<file path="config.mk">
export PLATFORM = sky130hd
export DESIGN_NAME = instr_encoder_loader_flat
export DESIGN_NICKNAME = d
export VERILOG_FILES = /design/src/rtl/instr_encoder_loader_if.sv /design/src/rtl/instr_encoder_loader.sv /design/src/flat_wrapper.sv
export SDC_FILE = /design/constraint.sdc
export NUM_CORES = 1
export LEC_CHECK = 0
export BUFFER_PORTS_ARGS = -buffer_cell sky130_fd_sc_hd__buf_2
export CORE_ASPECT_RATIO = 0.9
export CORE_MARGIN = 5
export CORE_UTILIZATION = 47
export DETAILED_ROUTE_END_ITERATION = 10
export GPL_ROUTABILITY_DRIVEN = 1
export PLACE_DENSITY_LB_ADDON = 0.1
export SLEW_MARGIN = 20
export SYNTH_ARGS = -nofsm -noshare
export SYNTH_HDL_FRONTEND = slang
export SYNTH_SLANG_ARGS = --single-unit
</file>
<file path="constraint.sdc">
create_clock -name clk -period 1.75 [get_ports clk]
set_input_delay 0.0875 -clock clk [delete_from_list [all_inputs] [get_ports clk]]
set_output_delay 0.0875 -clock clk [all_outputs]
set_load 0.01 [all_outputs]
</file>
<file path="src/rtl/instr_encoder_loader_if.sv">
// Decoded-instruction beat stream into the program loader.
// The master drives fields and in_valid; the slave returns in_ready.
interface instr_encoder_loader_if;
    logic        in_valid;
    logic        in_ready;
    logic [6:0]  op;
    logic [4:0]  rd;
    logic [4:0]  rs1;
    logic [4:0]  rs2;
    logic [2:0]  funct3;
    logic [6:0]  funct7;
    logic [20:0] imm;
    logic        last;

    modport master (
        output in_valid, op, rd, rs1, rs2,
        output funct3, funct7, imm, last,
        input  in_ready
    );

    modport slave (
        input  in_valid, op, rd, rs1, rs2,
        input  funct3, funct7, imm, last,
        output in_ready
    );
endinterface

</file>
<file path="src/rtl/instr_encoder_loader.sv">
// Re-encodes decoded RV32I beats and writes them into instruction memory.
// Holds the core in reset while loading or after a rejected beat.
module instr_encoder_loader #(
    parameter int XLEN       = 32,
    parameter int ADDR_WIDTH = 9,
    parameter int BASE_ADDR  = 0
) (
    input  logic                  clk,
    input  logic                  rst_n,
    input  logic                  start,
    instr_encoder_loader_if.slave s,
    output logic                  imem_we,
    output logic [ADDR_WIDTH-1:0] imem_addr,
    output logic [XLEN-1:0]       imem_wdata,
    output logic                  core_hold,
    output logic                  busy,
    output logic                  done,
    output logic                  err,
    output logic [ADDR_WIDTH:0]   wr_count
);
    typedef enum logic [1:0] {IDLE, LOAD, DONE, ERROR} state_t;

    localparam logic [ADDR_WIDTH-1:0] LP_BASE = ADDR_WIDTH'(BASE_ADDR);
    localparam logic [ADDR_WIDTH-1:0] LP_TOP  = '1;

    state_t                r_state;
    state_t                w_next;
    logic [ADDR_WIDTH-1:0] r_ptr;
    logic [ADDR_WIDTH:0]   r_cnt;
    logic                  r_we;
    logic [ADDR_WIDTH-1:0] r_addr;
    logic [XLEN-1:0]       r_wdata;

    logic [31:0] w_enc;
    logic        w_bad;
    logic        w_accept;
    logic        w_shift;
    logic        w_i_ovf;
    logic        w_b_ovf;

    assign w_accept = s.in_valid && s.in_ready && !start;
    assign w_shift  = (s.op == 7'b0010011) && (s.funct3[1:0] == 2'b01);
    assign w_i_ovf  = !((&s.imm[20:11]) || !(|s.imm[20:11]));
    assign w_b_ovf  = !((&s.imm[20:12]) || !(|s.imm[20:12]));

    // Field packing per instruction format and legality of the beat.
    always_comb begin
        w_enc = '0;
        w_bad = 1'b0;
        case (s.op)
            7'b0110011, 7'b0111011: begin
                w_enc = {s.funct7, s.rs2, s.rs1, s.funct3, s.rd, s.op};
            end
            7'b0000011, 7'b0010011: begin
                if (w_shift) begin
                    w_enc = {s.funct7, s.imm[4:0], s.rs1,
                             s.funct3, s.rd, s.op};
                end else begin
                    w_enc = {s.imm[11:0], s.rs1, s.funct3, s.rd, s.op};
                    w_bad = w_i_ovf;
                end
            end
            7'b0100011: begin
                w_enc = {s.imm[11:5], s.rs2, s.rs1, s.funct3,
                         s.imm[4:0], s.op};
                w_bad = w_i_ovf;
            end
            7'b1100011: begin
                w_enc = {s.imm[12], s.imm[10:5], s.rs2, s.rs1, s.funct3,
                         s.imm[4:1], s.imm[11], s.op};
                w_bad = w_b_ovf || s.imm[0];
            end
            7'b1101111: begin
                w_enc = {s.imm[20], s.imm[10:1], s.imm[11],
                         s.imm[19:12], s.rd, s.op};
                w_bad = s.imm[0];
            end
            default: w_bad = 1'b1;
        endcase
    end

    // Next-state: start always wins, then the accepted beat decides.
    always_comb begin
        w_next = r_state;
        if (start) begin
            w_next = LOAD;
        end else if (w_accept) begin
            if (w_bad)
                w_next = ERROR;
            else if (s.last)
                w_next = DONE;
            else if (r_ptr == LP_TOP)
                w_next = ERROR;
        end
    end

    // State register.
    always_ff @(posedge clk) begin
        if (!rst_n)
            r_state <= IDLE;
        else
            r_state <= w_next;
    end

    // Write pointer, count and one-cycle-delayed memory write.
    always_ff @(posedge clk) begin
        if (!rst_n) begin
            r_ptr   <= LP_BASE;
            r_cnt   <= '0;
            r_we    <= 1'b0;
            r_addr  <= LP_BASE;
            r_wdata <= '0;
        end else begin
            r_we <= 1'b0;
            if (start) begin
                r_ptr <= LP_BASE;
                r_cnt <= '0;
            end else if (w_accept && !w_bad) begin
                r_we    <= 1'b1;
                r_addr  <= r_ptr;
                r_wdata <= XLEN'(w_enc);
                r_cnt   <= r_cnt + 1'b1;
                if (r_ptr != LP_TOP)
                    r_ptr <= r_ptr + 1'b1;
            end
        end
    end

    assign s.in_ready  = (r_state == LOAD);
    assign busy        = (r_state == LOAD);
    assign done        = (r_state == DONE);
    assign err         = (r_state == ERROR);
    assign core_hold   = (r_state == LOAD) || (r_state == ERROR);
    assign imem_we     = r_we;
    assign imem_addr   = r_addr;
    assign imem_wdata  = r_wdata;
    assign wr_count    = r_cnt;
endmodule

</file>
<file path="src/flat_wrapper.sv">
// flat-port wrapper written by rule: the top's interface ports become plain ports
module instr_encoder_loader_flat 
#(
    parameter int XLEN       = 32,
    parameter int ADDR_WIDTH = 9,
    parameter int BASE_ADDR  = 0
)
  (clk, rst_n, start, imem_we, imem_addr, imem_wdata, core_hold, busy, done, err, wr_count, s_in_valid, s_op, s_rd, s_rs1, s_rs2, s_funct3, s_funct7, s_imm, s_last, s_in_ready);
  instr_encoder_loader_if s_i ();
  input  logic clk;
  input  logic rst_n;
  input  logic start;
  output logic imem_we;
  output logic [ADDR_WIDTH-1:0] imem_addr;
  output logic [XLEN-1:0] imem_wdata;
  output logic core_hold;
  output logic busy;
  output logic done;
  output logic err;
  output logic [ADDR_WIDTH:0] wr_count;
  input wire logic [$bits(s_i.in_valid)-1:0] s_in_valid;
  input wire logic [$bits(s_i.op)-1:0] s_op;
  input wire logic [$bits(s_i.rd)-1:0] s_rd;
  input wire logic [$bits(s_i.rs1)-1:0] s_rs1;
  input wire logic [$bits(s_i.rs2)-1:0] s_rs2;
  input wire logic [$bits(s_i.funct3)-1:0] s_funct3;
  input wire logic [$bits(s_i.funct7)-1:0] s_funct7;
  input wire logic [$bits(s_i.imm)-1:0] s_imm;
  input wire logic [$bits(s_i.last)-1:0] s_last;
  output wire logic [$bits(s_i.in_ready)-1:0] s_in_ready;
  assign s_i.in_valid = s_in_valid;
  assign s_i.op = s_op;
  assign s_i.rd = s_rd;
  assign s_i.rs1 = s_rs1;
  assign s_i.rs2 = s_rs2;
  assign s_i.funct3 = s_funct3;
  assign s_i.funct7 = s_funct7;
  assign s_i.imm = s_imm;
  assign s_i.last = s_last;
  assign s_in_ready = s_i.in_ready;
  instr_encoder_loader #(.XLEN(XLEN), .ADDR_WIDTH(ADDR_WIDTH), .BASE_ADDR(BASE_ADDR)) u_core (.clk(clk), .rst_n(rst_n), .start(start), .s(s_i), .imem_we(imem_we), .imem_addr(imem_addr), .imem_wdata(imem_wdata), .core_hold(core_hold), .busy(busy), .done(done), .err(err), .wr_count(wr_count));
endmodule
</file>
==> summary.md <==
| Metric | Value |
|---|---|
| Mapped Avg Cell Area | `8.57 µm²` |
| Detailed Routing Iterations Pass 1 | `6` |
| PortBufs | `114` |
| Total Nets Final | `roughly 630` |
| Aggregate global-route resource usage | `about 22%` |
| Netlist Area Pre-Place | `0.00368 mm²` |
| Num CTS Buffers | `9` |
| Final hold vios | `0` |
| Core Util, Final | `65.0%` |
| Post-synth net total | `490` |
| ANT cells | `0` |
| Worst Clk Skew | `6.44 ps` |
| Footprint of the multi-input gates | `between 0.002 and 0.0025 mm²` |
| Worst Setup Path Type | `reg -> reg` |
| Async S/R FF share, synth | `0%` |
| Hold/Removal Path Class | `in -> reg` |
| Area growth syn-to-layout | `34.0%` |
| Drt via density | `5.41` |
| Crit-path max FO | `4` |
| Period utilization | `95.9%` |
| Die H | `93.9 µm` |
| Core area | `~0.0076 mm²` |
| Worst setup EP type | `flip-flop` |
| Fmax achieved | `596 MHz` |
| Die W | `103 µm` |
| Clock-pin slew on the worst setup and hold paths | `70 ps` |
| Slew headroom | `71.7%` |
| Compound-Gate Fraction of Synth Area | `15.8%` |
| Combinational family with the most area after synthesis | `simple AND/OR/NAND/NOR gates` |
| Max-cap violations | `0` |
| Hold Path Depth | `3` |
| Worst-Skew Late Latency | `350 ps` |
| Drt initial violations | `203` |
| Yosys cell types | `47` |
| Cell row count | `30` |
| Final setup fails | `0` |
| Register area | `0.00126 mm²` |
| Initial Utilization | `48.5%` |
| Worst setup margin | `approximately 70 ps` |
| CTS tree | `yes` |
| GP Congestion | `around 0.89` |
| Worst Hold Launch | `start` |
| Worst Path Arrival | `1960 ps` |
| Synthesis Warnings | `0` |
| Number of global-route vias before repair | `approximately 3500` |
| Filler-free cell count of the finished design | `672` |
| Wirelength, routed | `a little over 10 mm` |
| Worst-margin pin slew | `roughly 420 ps` |
| Initial antenna violation count | `0` |
| Die Area | `0.00969 mm²` |
| R2R Path End | `u_core.r_ptr[0]` |
| HPWL after DPL | `7.85 mm` |
| Fraction of synthesized area in multiplexers | `15.5%` |
| H-tree depth | `3` |
| WL/cell | `15.5 µm` |
| DRC viols | `0` |
| Count of pins over their slew limit | `0` |
| CTS Sinks | `63` |
| Worst-case vdd ir drop | `0.542 mV` |
| Synthesized instance count | `429` |
| Placed cell count | `between 600 and 700` |
| Adder-Cell Fraction of Synth Area | `1.02%` |
| Top_reg_cell synth | `dfxtp_1` |
| Seq/Total Area, Yosys | `34.3%` |
| Outcome | `complete, no violations` |
| Synth Area in XOR/XNOR | `0.238%` |
| Setup crit start kind | `flip-flop` |
| Pin count of the biggest net entering global routing | `49` |
| Max Root-Sink Buffers | `2` |
| Share of cells above drive strength 1 | `36.3%` |
| First-pass GRT wire length | `about 17 mm` |
| R2R Path Start | `u_core.r_ptr[0]` |
| Reg2Reg Depth | `8` |
| Root buf cell | `clkbuf_8` |
| Total chip power | `0.00315 W` |
| LEAKAGE | `approximately 2.3 nW` |
| Via Count | `3637` |
| Crit path required time | `2030 ps` |
| Routed Antenna Nets | `0` |
| CP startpoint | `u_core.r_ptr[0]` |
| Grt ovf | `0` |
| I/O Pins | `115` |
| #FFs+latches synth | `63` |
| Hold EP | `u_core.r_state[0]` |
| Power density cells | `640 mW/mm²` |
| Tmin final | `1680 ps` |
| Simple-Gate Fraction of Synth Area | `between 20% and 30%` |
| Dpl ws | `-112 ps` |
| R2R setup slack | `70 ps` |
| Number of synthesized flops with an enable pin | `0` |
| Fill count | `675` |
## metal layers
layer / wire, µm / vias to the layer above / track usage (%) / part of all wire (%)
li1: - / 1825 / - / -
met4: 181 / 0 / 7.44 / 1.7
met2: 4310 / 116 / 31.8 / 41
met3: 840 / 17 / 5.86 / 8.1
met1: 5060 / 1679 / 31.7 / 49
met5: 0 / - / 0 / 0
## kinds of logic (layout without fill, tap and decap cells)
kind of cell,count (synthesis),after routing
AO/OA/AOI/OAI,80,80
XOR/XNOR,1,1
adder cells (fa/ha/maj),3,3
buffers and inverters,41,188
flip-flops,63,63
multiplexers,57,57
AND/OR/NAND/NOR,184,184
## worst max path at each step
stage	cells past startpoint	end
2_1_floorplan	8	u_core.imem_wdata[2]
3_3_place_gp	7	u_core.imem_wdata[26]
3_5_place_dp	7	u_core.imem_wdata[27]
4_1_cts	8	u_core.r_ptr[2]
5_1_grt	8	u_core.r_ptr[5]
6_report	8	u_core.r_ptr[0]
## power by group
group | internal, W | total (W) | switching (W)
combinational | 0.000129 | 0.000279 | 0.000150
sequential | 0.00144 | 0.00144 | 0.00000324
clock | 0.000841 | 0.00143 | 0.000592
total | 0.00241 | 0.00315 | 0.000745
## cells in the mapped netlist (2+ instances only)
cell type	n	area, µm²
a21bo_2	4	40.0
and3b_1	2	17.5
dfxtp_1	63	1260
a21o_1	2	15.0
o31a_1	14	123
nand2_1	79	297
inv_1	2	7.51
nand3b_1	2	15.0
and4b_1	2	20.0
nor3_1	2	10.0
nor4_1	16	100
ha_1	3	37.5
and3_1	17	106
buf_2	7	35.0
nor2_1	9	33.8
and4_1	2	17.5
clkbuf_1	25	93.8
and2_1	4	25.0
nor2b_1	4	25.0
o21ai_0	31	155
buf_4	2	15.0
a21oi_1	2	10.0
mux2i_1	57	571
o21a_1	3	22.5
nand3_1	5	25.0
a21boi_0	15	113
nand2b_1	16	100
buf_6	5	56.3
nand4_1	16	100
## final cells by class
class / instances / share of cell area, %
inverter: 2 / 0.152
timing repair buffer: 170 / 20.9
clock buffer: 11 / 2.87
clock inverter: 5 / 1.65
sequential: 63 / 25.6
tap: 96 / 2.44
multi-input combinational: 325 / 46.3
## cells in the final DEF (no fill, tap or decap), types with 3 or more instances in the layout
| master | n |
|---|---|
| a21bo_2 | 4 |
| a21boi_0 | 15 |
| and2_1 | 4 |
| and3_1 | 17 |
| buf_12 | 3 |
| buf_2 | 114 |
| buf_4 | 52 |
| clkbuf_8 | 10 |
| dfxtp_1 | 62 |
| mux2i_1 | 57 |
| nand2_1 | 79 |
| nand2b_1 | 16 |
| nand3_1 | 5 |
| nand4_1 | 16 |
| nor2_1 | 9 |
| nor4_1 | 9 |
| nor4_2 | 7 |
| o21a_1 | 3 |
| o21ai_0 | 31 |
| o31a_1 | 14 |
## worst max-delay path: stages, from the launching register on
cell and delay, ps:
dfxtp_1 320, ha_2 190, nand4_1 80, nor2_1 50, ha_2 200, buf_4 140
nor2_1 90, and4_1 310, mux2i_1 220
## state kept, by name, indices dropped and copies added (netlist names)
signal,count
u_core.wr_count,10
u_core.r_ptr,9
u_core.imem_we,1
u_core.imem_wdata,32
u_core.imem_addr,9
u_core.r_state,2
## metrics by stage
stage	TNS (ps)	hold WS (ps)	area [µm²]
6_report	0	82.7	4920
5_1_grt	-0.127	137	4920
4_1_cts	0	65.2	4890
3_5_place_dp	-3230	299	4630
3_3_place_gp	-1500	304	4630
2_1_floorplan	0	178	3680
## what timing repair did
item                                    CTS  global route
pin swaps                                 0             2
endpoints found under the hold margin     1             0
endpoints found under the setup margin    4            23
hold buffers                              1             0
gates resized for setup                   4             9
buffers inserted                          0             0
Note: power is estimated with default switching activity, not from simulation.
